### config.mk
export PLATFORM = sky130hd
export DESIGN_NAME = multicycle_control_flat
export DESIGN_NICKNAME = d
export VERILOG_FILES = /design/src/rtl/multicycle_control_pkg.sv /design/src/rtl/multicycle_control_if.sv /design/src/rtl/multicycle_control_alu_decoder.sv /design/src/rtl/multicycle_control.sv /design/src/flat_wrapper.sv
export SDC_FILE = /design/constraint.sdc
export NUM_CORES = 1
export LEC_CHECK = 0
export ABC_AREA = 1
export ABC_CLOCK_PERIOD_IN_PS = 2100
export CAP_MARGIN = 20
export CELL_PAD_IN_SITES_DETAIL_PLACEMENT = 0
export CELL_PAD_IN_SITES_GLOBAL_PLACEMENT = 1
export CORE_MARGIN = 4
export CORE_UTILIZATION = 36
export DETAILED_ROUTE_END_ITERATION = 8
export GPL_TIMING_DRIVEN = 0
export PLACE_DENSITY_LB_ADDON = 0.15
export REMOVE_ABC_BUFFERS = 1
export SKIP_LAST_GASP = 1
export SYNTH_ARGS = -nofsm -noshare
export SYNTH_HDL_FRONTEND = slang
export SYNTH_SLANG_ARGS = --single-unit
export TNS_END_PERCENT = 30
### constraint.sdc
create_clock -name clk -period 2.1 [get_ports clk]
set_input_delay 0.525 -clock clk [delete_from_list [all_inputs] [get_ports clk]]
set_output_delay 0.525 -clock clk [all_outputs]
set_load 0.02 [all_outputs]
### src/rtl/multicycle_control_pkg.sv
// control_pkg: shared definitions for the multicycle controller.
//   - state_t     : FSM state encoding (FETCH, DECODE, EXEC, WB, TRAP)
//   - alu_op_t    : ALU operation code type and code constants
//   - OPC_*       : major opcode constants (OP, OP-IMM)
//   - F7_*        : funct7 values that select base/alternate operations
//   - CAUSE_*     : trap cause encodings
//   - base_alu_op : funct3 -> ALU op for the funct7=0 (base) variant
package control_pkg;

    typedef enum logic [2:0] {
        FETCH,
        DECODE,
        EXEC,
        WB,
        TRAP
    } state_t;

    typedef logic [3:0] alu_op_t;

    localparam alu_op_t ALU_AND  = 4'b0000;
    localparam alu_op_t ALU_OR   = 4'b0001;
    localparam alu_op_t ALU_ADD  = 4'b0010;
    localparam alu_op_t ALU_SLL  = 4'b0011;
    localparam alu_op_t ALU_SUB  = 4'b0100;
    localparam alu_op_t ALU_SRL  = 4'b0101;
    localparam alu_op_t ALU_SLT  = 4'b0110;
    localparam alu_op_t ALU_XOR  = 4'b0111;
    localparam alu_op_t ALU_SRA  = 4'b1000;
    localparam alu_op_t ALU_SLTU = 4'b1001;

    localparam logic [6:0] OPC_OP     = 7'b0110011;
    localparam logic [6:0] OPC_OP_IMM = 7'b0010011;

    localparam logic [6:0] F7_BASE = 7'd0;
    localparam logic [6:0] F7_ALT  = 7'd32;

    localparam logic CAUSE_ILLEGAL = 1'b0;
    localparam logic CAUSE_TIMEOUT = 1'b1;

    function automatic alu_op_t base_alu_op(input logic [2:0] funct3);
        alu_op_t op;
        case (funct3)
            3'd0:    op = ALU_ADD;
            3'd1:    op = ALU_SLL;
            3'd2:    op = ALU_SLT;
            3'd3:    op = ALU_SLTU;
            3'd4:    op = ALU_XOR;
            3'd5:    op = ALU_SRL;
            3'd6:    op = ALU_OR;
            default: op = ALU_AND;
        endcase
        return op;
    endfunction

endpackage

### src/rtl/multicycle_control_if.sv
// multicycle_control_if: controller <-> datapath/instruction-memory bundle.
//   Inputs to the controller : imem_ack, instr[31:0], trap_clr
//   Outputs of the controller: imem_req, ir_we, alu_op[3:0], alu_src_imm,
//                              ru_wr, pc_we, trap, trap_cause, instret[31:0]
//   modport master : the controller side
//   modport slave  : the environment (memory / datapath / testbench) side
interface multicycle_control_if;
    import control_pkg::*;

    logic        imem_ack;
    logic [31:0] instr;
    logic        trap_clr;
    logic        imem_req;
    logic        ir_we;
    alu_op_t     alu_op;
    logic        alu_src_imm;
    logic        ru_wr;
    logic        pc_we;
    logic        trap;
    logic        trap_cause;
    logic [31:0] instret;

    modport master (
        input  imem_ack, instr, trap_clr,
        output imem_req, ir_we, alu_op, alu_src_imm, ru_wr, pc_we,
               trap, trap_cause, instret
    );

    modport slave (
        output imem_ack, instr, trap_clr,
        input  imem_req, ir_we, alu_op, alu_src_imm, ru_wr, pc_we,
               trap, trap_cause, instret
    );

endinterface

### src/rtl/multicycle_control_alu_decoder.sv
// alu_decoder: combinational opcode/funct3/funct7 -> {alu_op, legal, alu_src_imm}.
//   opcode_i[6:0], funct3_i[2:0], funct7_i[6:0] : instruction fields
//   alu_op_o[3:0]  : ALU operation (meaningful only when legal_o=1)
//   legal_o        : instruction is supported
//   alu_src_imm_o  : operand B is the immediate
// Optional feature macro: MULTICYCLE_OPIMM_EN (enables OP-IMM decode).
// Without it OP-IMM is illegal and alu_src_imm_o is constant 0.
module alu_decoder
    import control_pkg::*;
(
    input  logic [6:0] opcode_i,
    input  logic [2:0] funct3_i,
    input  logic [6:0] funct7_i,
    output alu_op_t    alu_op_o,
    output logic       legal_o,
    output logic       alu_src_imm_o
);

    logic f7_base;
    logic f7_alt;
    logic has_alt;

    assign f7_base = (funct7_i == F7_BASE);
    assign f7_alt  = (funct7_i == F7_ALT);
    // Only ADD/SUB (funct3 0) and SRL/SRA (funct3 5) have an alternate form.
    assign has_alt = (funct3_i == 3'd0) || (funct3_i == 3'd5);

    always_comb begin
        alu_op_o      = ALU_AND;
        legal_o       = 1'b0;
        alu_src_imm_o = 1'b0;
        case (opcode_i)
            OPC_OP: begin
                legal_o  = f7_base || (f7_alt && has_alt);
                alu_op_o = base_alu_op(funct3_i);
                if (f7_alt) begin
                    alu_op_o = (funct3_i == 3'd0) ? ALU_SUB : ALU_SRA;
                end
            end
`ifdef MULTICYCLE_OPIMM_EN
            OPC_OP_IMM: begin
                // The immediate occupies funct7 for most funct3 values, so
                // funct7 only matters for the shifts.
                alu_src_imm_o = 1'b1;
                alu_op_o      = base_alu_op(funct3_i);
                case (funct3_i)
                    3'd1:    legal_o = f7_base;
                    3'd5: begin
                        legal_o = f7_base || f7_alt;
                        if (f7_alt) begin
                            alu_op_o = ALU_SRA;
                        end
                    end
                    default: legal_o = 1'b1;
                endcase
            end
`endif
            default: ;
        endcase
    end

endmodule

### src/rtl/multicycle_control.sv
// multicycle_control: FETCH/DECODE/EXEC/WB controller with a TRAP state.
//   clk, rst  : clock and synchronous active-high reset
//   cif       : multicycle_control_if.master (imem handshake, strobes,
//               ALU controls, trap status, retired-instruction counter)
// Parameter IMEM_TIMEOUT: FETCH cycles allowed without imem_ack before a
// timeout trap. Optional feature macro: MULTICYCLE_OPIMM_EN (in alu_decoder).
module multicycle_control
    import control_pkg::*;
#(
    parameter int unsigned IMEM_TIMEOUT = 16
)
(
    input  logic                 clk,
    input  logic                 rst,
    multicycle_control_if.master cif
);

    localparam int unsigned      WAIT_W    = (IMEM_TIMEOUT > 1) ? $clog2(IMEM_TIMEOUT) : 1;
    localparam logic [WAIT_W-1:0] WAIT_LAST = WAIT_W'(IMEM_TIMEOUT - 1);

    state_t            state_q, state_d;
    logic [WAIT_W-1:0] wait_q, wait_d;
    logic [31:0]       ir_q, ir_d;
    alu_op_t           alu_op_q, alu_op_d;
    logic              src_imm_q, src_imm_d;
    logic              cause_q, cause_d;
    logic [31:0]       instret_q, instret_d;

    alu_op_t dec_op;
    logic    dec_legal;
    logic    dec_imm;
    logic    unused_ir_bits;

    alu_decoder u_dec (
        .opcode_i      (ir_q[6:0]),
        .funct3_i      (ir_q[14:12]),
        .funct7_i      (ir_q[31:25]),
        .alu_op_o      (dec_op),
        .legal_o       (dec_legal),
        .alu_src_imm_o (dec_imm)
    );

    // Register/immediate fields are datapath business, not the controller's.
    assign unused_ir_bits = ^{ir_q[24:15], ir_q[11:7]};

    always_ff @(posedge clk) begin
        if (rst) begin
            state_q   <= FETCH;
            wait_q    <= '0;
            ir_q      <= '0;
            alu_op_q  <= ALU_AND;
            src_imm_q <= 1'b0;
            cause_q   <= CAUSE_ILLEGAL;
            instret_q <= '0;
        end else begin
            state_q   <= state_d;
            wait_q    <= wait_d;
            ir_q      <= ir_d;
            alu_op_q  <= alu_op_d;
            src_imm_q <= src_imm_d;
            cause_q   <= cause_d;
            instret_q <= instret_d;
        end
    end

    always_comb begin
        state_d   = state_q;
        wait_d    = wait_q;
        ir_d      = ir_q;
        alu_op_d  = alu_op_q;
        src_imm_d = src_imm_q;
        cause_d   = cause_q;
        instret_d = instret_q;
        case (state_q)
            FETCH: begin
                // Ack is tested first so it wins in the last allowed cycle.
                if (cif.imem_ack) begin
                    ir_d    = cif.instr;
                    wait_d  = '0;
                    state_d = DECODE;
                end else if (wait_q == WAIT_LAST) begin
                    wait_d  = '0;
                    cause_d = CAUSE_TIMEOUT;
                    state_d = TRAP;
                end else begin
                    wait_d = wait_q + WAIT_W'(1);
                end
            end
            DECODE: begin
                alu_op_d  = dec_op;
                src_imm_d = dec_imm;
                if (dec_legal) begin
                    state_d = EXEC;
                end else begin
                    cause_d = CAUSE_ILLEGAL;
                    state_d = TRAP;
                end
            end
            EXEC: state_d = WB;
            WB: begin
                instret_d = instret_q + 32'd1;
                state_d   = FETCH;
            end
            TRAP: begin
                if (cif.trap_clr) begin
                    state_d = FETCH;
                end
            end
            default: state_d = FETCH;
        endcase
    end

    always_comb begin
        cif.imem_req    = (state_q == FETCH);
        cif.ir_we       = (state_q == FETCH) && cif.imem_ack;
        cif.ru_wr       = (state_q == WB);
        // Leaving an illegal-instruction trap skips the offending PC; a
        // timeout trap leaves the PC alone so the fetch is retried.
        cif.pc_we       = (state_q == WB) ||
                          ((state_q == TRAP) && cif.trap_clr && (cause_q == CAUSE_ILLEGAL));
        cif.trap        = (state_q == TRAP);
        cif.alu_op      = alu_op_q;
        cif.alu_src_imm = src_imm_q;
        cif.trap_cause  = cause_q;
        cif.instret     = instret_q;
    end

endmodule

### src/flat_wrapper.sv
// flat-port wrapper written by rule: the top's interface ports become plain ports
module multicycle_control_flat import control_pkg::*;
#(
    parameter int unsigned IMEM_TIMEOUT = 16
)
  (clk, rst, cif_imem_ack, cif_instr, cif_trap_clr, cif_imem_req, cif_ir_we, cif_alu_op, cif_alu_src_imm, cif_ru_wr, cif_pc_we, cif_trap, cif_trap_cause, cif_instret);
  multicycle_control_if cif_i ();
  input  logic clk;
  input  logic rst;
  input wire logic [$bits(cif_i.imem_ack)-1:0] cif_imem_ack;
  input wire logic [$bits(cif_i.instr)-1:0] cif_instr;
  input wire logic [$bits(cif_i.trap_clr)-1:0] cif_trap_clr;
  output wire logic [$bits(cif_i.imem_req)-1:0] cif_imem_req;
  output wire logic [$bits(cif_i.ir_we)-1:0] cif_ir_we;
  output wire logic [$bits(cif_i.alu_op)-1:0] cif_alu_op;
  output wire logic [$bits(cif_i.alu_src_imm)-1:0] cif_alu_src_imm;
  output wire logic [$bits(cif_i.ru_wr)-1:0] cif_ru_wr;
  output wire logic [$bits(cif_i.pc_we)-1:0] cif_pc_we;
  output wire logic [$bits(cif_i.trap)-1:0] cif_trap;
  output wire logic [$bits(cif_i.trap_cause)-1:0] cif_trap_cause;
  output wire logic [$bits(cif_i.instret)-1:0] cif_instret;
  assign cif_i.imem_ack = cif_imem_ack;
  assign cif_i.instr = cif_instr;
  assign cif_i.trap_clr = cif_trap_clr;
  assign cif_imem_req = cif_i.imem_req;
  assign cif_ir_we = cif_i.ir_we;
  assign cif_alu_op = cif_i.alu_op;
  assign cif_alu_src_imm = cif_i.alu_src_imm;
  assign cif_ru_wr = cif_i.ru_wr;
  assign cif_pc_we = cif_i.pc_we;
  assign cif_trap = cif_i.trap;
  assign cif_trap_cause = cif_i.trap_cause;
  assign cif_instret = cif_i.instret;
  multicycle_control #(.IMEM_TIMEOUT(IMEM_TIMEOUT)) u_core (.clk(clk), .rst(rst), .cif(cif_i));
endmodule
==> results of run 1 <==
## stage by stage
step           hold slack [ns]  cells  setup TNS [ns]
2_1_floorplan            0.431    437               0
6_report                 0.455    620          -0.316
5_1_grt                  0.488    620          -0.702
3_3_place_gp             0.444    604          -41.18
4_1_cts                  0.458    620          -0.818
3_5_place_dp             0.448    604           -3.10
## final timing paths
check	cells past startpoint	endpoint	slack, ns
hold reg to reg	2	u_core.ir_q[6]	0.45
setup / recovery	4	cif_ir_we	-0.13
hold / removal	2	u_core.ir_q[6]	0.45
setup reg to reg	7	u_core.cif.instret[27]	0.46
## area by class of cell
cell class / instances / area, µm² / share of cell area
Multi-Input combinational cell: 310 / 1540 / 0.389
Sequential cell: 61 / 1220 / 0.309
Timing Repair Buffer: 62 / 618 / 0.156
Inverter: 66 / 253 / 0.0640
Clock inverter: 5 / 50.0 / 0.0127
Clock buffer: 11 / 141 / 0.0358
Tap cell: 105 / 131 / 0.0333
## report_power, final
group / total, mW / internal, mW / switching (mW)
registers: 1.22 / 1.19 / 0.0248
clock network: 1.02 / 0.573 / 0.447
logic: 0.244 / 0.0987 / 0.145
## logic make-up after synthesis
group | synth area share
other | 0.00124
AND/OR/NAND/NOR | 0.347
AO/OA/AOI/OAI | 0.127
flip-flops | 0.403
adder cells (fa/ha/maj) | 0.00826
XOR/XNOR | 0.0145
buffers and inverters | 0.0983
## repair_timing
item / 4_1_cts / 5_1_grt
endpoints found under the hold margin: 0 / 0
setup buffers: 0 / 0
hold buffers: 0 / 0
resized for setup: 7 / 6
endpoints found under the setup margin: 5 / 5
## critical path, stage by stage
cell and delay, ns:
clkdlybuf4s50_1 0.58, nand2_8 0.15, inv_4 0.15, clkdlybuf4s15_2 0.28
## metal layers
metal,GRT usage,routed length [µm],part of all wire
met1,0.199,3510,0.48
met2,0.253,3360,0.46
met3,0.0288,281,0.039
met4,0.0599,97,0.013
met5,0,0,0
## cells in the mapped netlist
cell type	instances	share of area
a221oi_1	1	0.0029
inv_2	3	0.0037
nand3b_4	1	0.0066
a211oi_1	1	0.0025
nor2_8	2	0.013
dfxtp_1	61	0.40
xor2_1	3	0.0087
ha_1	2	0.0083
xnor2_1	2	0.0058
nand2_1	120	0.15
nand3_4	1	0.0058
nor2_1	45	0.056
clkbuf_1	5	0.0062
nor2_4	4	0.015
o21ai_0	26	0.043
nand3b_1	1	0.0025
buf_4	3	0.0074
buf_1	1	0.0012
nand4_2	1	0.0041
nand2_2	2	0.0041
nor3b_1	1	0.0025
buf_2	1	0.0017
nor2_2	2	0.0041
inv_1	63	0.078
a2bb2oi_1	1	0.0029
nand3_1	29	0.048
a21oi_1	40	0.066
o21a_1	4	0.0099
nor3_1	11	0.018
conb_1	1	0.0012
nand4_1	9	0.019
## sequential cells by signal, indices dropped and copies added (netlist names)
name and flops:
u_core.state_q 3, u_core.cif.alu_op 4, u_core.wait_q 4, u_core.cif.trap_cause 1
u_core.ir_q 17, u_core.cif.instret 32
==> results.sh, run 1 <==
export IMPL_outcome="finished with violations"
export IMPL_violations="setup timing"
export IMPL_n_antenna_cell=0
export IMPL_nNetsFinal=548
export IMPL_cts_tree="yes"
export IMPL_layout_drive_gt1_share=0.0718
export IMPL_routed_wl_um=7250
export IMPL_synth_seq_cells=61
export IMPL_leakagePower_nw=1.63
export IMPL_cts_buffers=9
export IMPL_grt_pass1_vias=2712
export IMPL_vias=2896
export IMPL_ys_seq_area_frac=0.403
export IMPL_area_delta_synth_final_pct=30.5
export IMPL_die_h_um=99.7
export IMPL_clock_root_buffer="clkbuf_8"
export IMPL_placed_cell_area_um2=3720
export IMPL_start_util=0.369
export IMPL_worstHoldPathType="flop to flop"
export IMPL_tightestPinTransition_ns=0.890
export IMPL_setup_viol=3
export IMPL_avgSynthCellArea_um2=6.77
export IMPL_layout_cells_most_common_list="nand2_1, inv_1, dfxtp_1, clkdlybuf4s50_1, nor2_1"
export IMPL_portBuffers=62
export IMPL_ios=79
export IMPL_skew_ns=0.00952
export IMPL_grt_pass1_wl_um=12400
export IMPL_dieWidth_um=99.7
export IMPL_fin_ws_ns=-0.132
export IMPL_power_mw=2.48
export IMPL_cp_end_kind="primary output"
export IMPL_globalplace_congestion=0.796
export IMPL_hold_viol=0
export IMPL_fin_area_um2=3950
export IMPL_ctsHtreeMaxLevel=3
export IMPL_netlist_area_um2=3030
export IMPL_max_freq_ghz=0.448
export IMPL_hp_start="u_core.ir_q[6]"
export IMPL_startpoint="cif_imem_ack"
export IMPL_grt_overflow=0
export IMPL_fin_crit_ns=2.23
export IMPL_required_ns=1.57
export IMPL_clockBufferDepth=2
export IMPL_dieArea_um2=9940
export IMPL_max_cap_viol_count=0
export IMPL_peakVddDrop_uv=286
export IMPL_ys_types=31
export IMPL_rows=33
export IMPL_slew_viol_final=0
export IMPL_post_dp_hpwl_um=5330
export IMPL_wl_per_cell_um=11.7
export IMPL_antenna_found_initial=0
export IMPL_synth_cells=447
export IMPL_max_slew_margin_rel=0.406
export IMPL_core_um2=8220
export IMPL_regToRegStartpoint="u_core.cif.instret[16]"
export IMPL_power_density_nw_per_um2=628
export IMPL_fillers=864
export IMPL_worstSkewPairLatency_ns=0.33
export IMPL_crit_fanout=28
export IMPL_grtUsageTotal=0.154
export IMPL_route_detailed_drc=0
export IMPL_critPathLaunchType="primary input"
export IMPL_period_share=1.06
export IMPL_vias_per_cell=4.67
export IMPL_cp_data_arrival_time_ns=1.71
export IMPL_clkSlewWorstSetupHoldPaths_ns=0.06
export IMPL_path_class="primary input to primary output"
export IMPL_grt_max_degree=36
export IMPL_drt_iter0_markers=97
export IMPL_final_common_cell="nand2_1"
export IMPL_final_core_util=0.481
export IMPL_ant_nets=0
export IMPL_yosysWarnings=0
export IMPL_drt_pass1_iterations=4
export IMPL_post_place_ws_ns=-0.707
export IMPL_numClockSinks=61
export IMPL_rsz0062_at_grt="true"
No activity file was read; power rests on OpenSTA's default activity.
==> run 2: changes to the inputs <==
- CORE_MARGIN: 4 -> 10
==> run 2 against run 1 <==
- core utilization up 0.49 points
- power grew 1.5%
- largest power group unchanged
- global-route usage shrank 3.1 points
- cell area grew 1.0%
- clock skew decreased by 0.0025 ns
- critical path depth fell by 2
- via count is 0.97% lower
- the run still ends with setup timing left
==> results.sh, run 2 (same netlist as run 1, synthesis figures left out) <==
export IMPL_outcome="finished with violations"
export IMPL_violations="setup timing"
export IMPL_layout_drive_gt1_share=0.0772
export IMPL_routed_wl_um=7850
export IMPL_period_share=1.04
export IMPL_area_delta_synth_final_pct=31.8
export IMPL_setup_tns_ns=-0.147
export IMPL_drt_iter0_markers=119
export IMPL_regToRegStartpoint="u_core.cif.instret[16]"
export IMPL_required_ns=1.57
export IMPL_layout_cells_most_common_list="nand2_1, inv_1, dfxtp_1, clkdlybuf4s50_1, nor2_1"
export IMPL_die_h_um=112
export IMPL_cp_end_kind="primary output"
export IMPL_post_dp_hpwl_um=5770
export IMPL_critPathLaunchType="flop"
export IMPL_final_common_cell="nand2_1"
export IMPL_numClockSinks=61
export IMPL_hold_slack_ns=0.456
export IMPL_worstSkewPairLatency_ns=0.34
export IMPL_rsz0062_at_grt="true"
export IMPL_fin_ws_ns=-0.0935
export IMPL_power_density_nw_per_um2=632
export IMPL_grt_max_degree=29
export IMPL_cp_data_arrival_time_ns=1.67
export IMPL_grt_pass1_vias=2786
export IMPL_path_class="flop to primary output"
export IMPL_slew_viol_final=0
export IMPL_antenna_found_initial=0
export IMPL_cts_tree="yes"
export IMPL_start_util=0.369
export IMPL_wl_per_cell_um=12.6
export IMPL_vias=2868
export IMPL_worst_r2r_cell_count=7
export IMPL_hold_viol=0
export IMPL_crit_fanout=5
export IMPL_fin_cells=623
export IMPL_power_mw=2.52
export IMPL_rows=33
export IMPL_peakVddDrop_uv=353
export IMPL_ios=79
export IMPL_dieArea_um2=12500
export IMPL_route_detailed_drc=0
export IMPL_r2r_end="u_core.cif.instret[27]"
export IMPL_core_um2=8220
export IMPL_worstHoldPathType="flop to flop"
export IMPL_leakagePower_nw=1.63
export IMPL_fin_crit_ns=2.19
export IMPL_drt_pass1_iterations=4
export IMPL_portBuffers=62
export IMPL_min_to="u_core.ir_q[6]"
export IMPL_final_core_util=0.486
export IMPL_max_slew_margin_rel=0.525
export IMPL_clock_root_buffer="clkbuf_8"
export IMPL_grt_pass1_wl_um=12900
export IMPL_grtUsageTotal=0.123
export IMPL_hold_depth=2
export IMPL_numPlacedInstances=605
export IMPL_clkSlewWorstSetupHoldPaths_ns=0.07
export IMPL_hp_start="u_core.ir_q[6]"
export IMPL_vias_per_cell=4.60
export IMPL_clockBufferDepth=2
export IMPL_dieWidth_um=112
export IMPL_globalplace_congestion=0.796
export IMPL_rrSetupSlack_ns=0.45
export IMPL_ant_nets=0
export IMPL_tightestPinTransition_ns=0.707
export IMPL_nNetsFinal=551
export IMPL_setup_viol=2
export IMPL_max_cap_viol_count=0
export IMPL_n_antenna_cell=0
export IMPL_ctsHtreeMaxLevel=3
export IMPL_largest_reg_flops=32
export IMPL_cts_buffers=9
export IMPL_skew_ns=0.00699
export IMPL_grt_overflow=0
export IMPL_max_freq_ghz=0.456
## run 2: metrics by stage
stage               worst slack [ns]  instance area (µm²)
floorplan                     0.0176                 2980
global placement               -1.31                 3730
detailed placement            -0.833                 3740
CTS                           -0.253                 3960
global route                  -0.143                 3990
finish                       -0.0935                 3990
## run 2: area by class of cell
cell class              instances  area, µm²
clock inverters                 4       47.5
flip-flops and latches         61       1220
clock buffers                  12        145
multi-input cells             311       1540
well taps                     105        131
repair buffers                 64        638
fillers                       850       4230
inverters                      66        262
## run 2: layer usage
layer | share of wire | vias up | GRT usage
met3 | 0.059 | 9 | 0.0451
met4 | 0.013 | 0 | 0.0548
met1 | 0.46 | 1240 | 0.137
li1 | - | 1559 | -
met2 | 0.46 | 60 | 0.206
met5 | 0 | - | 0
## run 2: how the worst max path moves through the flow
stage          cells after the start         endpoint         startpoint  slack [ns]
2_1_floorplan                      4        cif_pc_we  u_core.state_q[2]        0.02
3_3_place_gp                       4   u_core.ir_q[6]                rst       -1.31
3_5_place_dp                       5  u_core.ir_q[25]                rst       -0.83
4_1_cts                            6        cif_ir_we  u_core.state_q[0]       -0.25
5_1_grt                            6        cif_ir_we  u_core.state_q[0]       -0.14
6_report                           2         cif_trap  u_core.state_q[0]       -0.09
## run 2: repair_timing
| action | in CTS | in global routing |
|---|---|---|
| gates resized for setup | 12 | 9 |
| setup buffers | 0 | 1 |
| hold buffers | 0 | 0 |
| endpoints found under the setup margin | 32 | 32 |
| gates cloned | 0 | 1 |
| pin swaps | 0 | 0 |
## run 2: report_power, final
group	internal [mW]	switching [mW]	total (mW)
combinational	0.104	0.157	0.261
sequential	1.19	0.0246	1.22
clock	0.577	0.463	1.04
total	1.88	0.644	2.52
## run 2: worst max-delay path, stage by stage (launching register included)
cell	delay, ns
dfxtp_1	0.39
nor3_2	0.28
clkdlybuf4s50_1	0.66
==> patch, RTL diff (flow settings as in run 2) <==
`IMEM_TIMEOUT` is set to 16 in 2 places; all go to 8.
--- a/src/rtl/multicycle_control.sv
+++ b/src/rtl/multicycle_control.sv
@@ -7,7 +7,7 @@
 module multicycle_control
     import control_pkg::*;
 #(
-    parameter int unsigned IMEM_TIMEOUT = 16
+    parameter int unsigned IMEM_TIMEOUT = 8
 )
 (
     input  logic                 clk,
--- a/src/flat_wrapper.sv
+++ b/src/flat_wrapper.sv
@@ -1,7 +1,7 @@
 // flat-port wrapper written by rule: the top's interface ports become plain ports
 module multicycle_control_flat import control_pkg::*;
 #(
-    parameter int unsigned IMEM_TIMEOUT = 16
+    parameter int unsigned IMEM_TIMEOUT = 8
 )
   (clk, rst, cif_imem_ack, cif_instr, cif_trap_clr, cif_imem_req, cif_ir_we, cif_alu_op, cif_alu_src_imm, cif_ru_wr, cif_pc_we, cif_trap, cif_trap_cause, cif_instret);
   multicycle_control_if cif_i ();
Formal check against the unedited RTL: not equivalent (a bounded check fails within 10 cycles, from zero or initial values and one cycle with rst high).
==> patch against run 2 <==
The flow still finishes with violations (setup timing); critical path depth increased by 2; count of clock-buffer cells in the layout increased by 2; setup slack improved by 0.064 ns; area after synthesis decreased by 5.0%; synthesized cell count decreased by 4.7%; power increased by 0.93%; first-iteration DRC count decreased by 34%; final area decreased by 3.7%; sequential cell count decreased by 1; sequential share of layout area increased by 0.62 points; global-route usage increased by 0.21 points; hold slack improved by 0.00089 ns; routed wire length decreased by 7.0%; largest cell class unchanged.
==> patch: results (changes against run 2) <==
| Metric | Value |
|---|---|
| Status | `finished, violations left (unchanged)` |
| Failing checks | `setup timing (unchanged)` |
| Final std cells w/o fill | `599 (was 623)` |
| Top delay family on crit path | `simple AND/OR/NAND/NOR gates (was buffers and inverters)` |
| Synth Area in Adders | `0.0130 (was 0.00826)` |
| Register area share after synthesis | `0.418 (was 0.403)` |
| Synthesized instance count | `426 (was 447)` |
| Clock Skews | `0.00775 ns (was 0.00699 ns)` |
| Setup ws final | `-0.0295 ns (was -0.0935 ns)` |
| Post-synth cell types | `30 (was 31)` |
| Worst Setup SP | `u_core.state_q[2]$_SDFFE_PP0P_ (was u_core.state_q[0]$_SDFFE_PP0P_)` |
| 1st-iter DRT viols | `78 (was 119)` |
| GR Util All Layers | `0.125 (was 0.123)` |
| Arrival time at the worst endpoint | `1.60 ns (was 1.67 ns)` |
| Via count | `2775 (was 2868)` |
| P_int | `1.93 mW (was 1.88 mW)` |
| DP Wirelength | `5.44 mm (was 5.77 mm)` |
| Largest net degree at the start of global routing | `26 (was 29)` |
| CP Max Fanout | `8 (was 5)` |
| Final setup violation count | `1 (was 2)` |
| Nets | `532 (was 551)` |
| RR Startpoint | `u_core.state_q[0]$_SDFFE_PP0P_ (was u_core.cif.instret[16]$_SDFFE_PP0P_)` |
| LEAKAGE | `1.52 nW (was 1.63 nW)` |
| Compound-cell area share of the yosys netlist | `0.117 (was 0.127)` |
| Final Wtd Congestion | `0.762 (was 0.796)` |
| Global-route wire length before repair | `12.1 mm (was 12.9 mm)` |
| CP max stage cell | `dfxtp_1 (was clkdlybuf4s50_1)` |
| Fillers | `851 (was 850)` |
| XOR/XNOR share of the synthesized area | `0.0122 (was 0.0145)` |
| Peak supply drop | `0.282 mV (was 0.353 mV)` |
| Crit-path max cell delay | `0.36 ns (was 0.66 ns)` |
-- patch: cell types whose count changed in the layout (fill, tap and decap cells not counted), moves of 3 or more --
cell | before | now
nor3_1 | 10 | 7
nor2_1 | 44 | 79
a21oi_1 | 40 | 28
o21a_1 | 4 | 0
inv_1 | 62 | 52
nand3_1 | 29 | 23
o21ai_0 | 26 | 31
nand2_1 | 119 | 92
-- patch: worst paths after layout --
kind,endpoint,slack (ns),cells past startpoint
min reg2reg,u_core.ir_q[3]$_SDFFE_PP0P_,0.46,2
min,u_core.ir_q[3]$_SDFFE_PP0P_,0.46,2
max reg2reg,u_core.cif.trap_cause$_SDFFE_PP0P_,0.32,10
max,cif_ir_we,-0.03,4
-- patch: repair_timing --
action	CTS	global route
setup endpoints to repair	46	28
pin swaps	0	1
gates resized for setup	9	4
setup buffers	0	3
-- patch: stage by stage --
stage               hold slack, ns  TNS (ns)  power, mW  cell area (µm²)
floorplan                    0.431   -0.0367       1.37             2830
global placement             0.446    -35.57       1.47             3580
detailed placement           0.454    -21.15       1.48             3610
CTS                          0.463    -0.580       2.57             3820
global route                 0.485    -0.226       2.67             3840
finish                       0.457   -0.0295       2.54             3840
-- patch: kinds of logic after synthesis --
group,count (synthesis)
flops,60
compound gates,65
xor+xnor,4
simple gates,229
buf+inv,64
fa+ha+maj,3
other cells,1
-- patch: power by group through the flow --
| stage | Clock (mW) | Combinational [mW] | Sequential (mW) |
|---|---|---|---|
| after global routing | 1.16 | 0.290 | 1.21 |
| after CTS | 1.11 | 0.249 | 1.21 |
| final | 1.08 | 0.254 | 1.21 |
| after detailed placement | 0 | 0.248 | 1.23 |
| after global placement | 0 | 0.241 | 1.23 |
| after floorplan | 0 | 0.142 | 1.23 |
-- patch: layout make-up --
class	instances	area (µm²)	area share
clock buffers	14	173	0.0449
clock inverters	1	30.0	0.00782
inverters	54	203	0.0528
multi-input cells	302	1440	0.374
flip-flops and latches	60	1200	0.313
well taps	102	128	0.0332
repair buffers	66	669	0.174
-- patch: tightest hold or removal path: cells and delay by family (launching register included) --
family / cells / cell delay [ns]
AOI/OAI and AO/OA: 1 / 0.05
DFF: 1 / 0.29
buffers and inverters: 1 / 0.06
-- patch: per-layer routing --
metal / vias up / global-route usage / wire length (µm)
met5: - / 0 / 0
met4: 0 / 0.0641 / 110
met3: 8 / 0.0357 / 405
met2: 46 / 0.216 / 3530
met1: 1231 / 0.138 / 3260
li1: 1490 / - / -
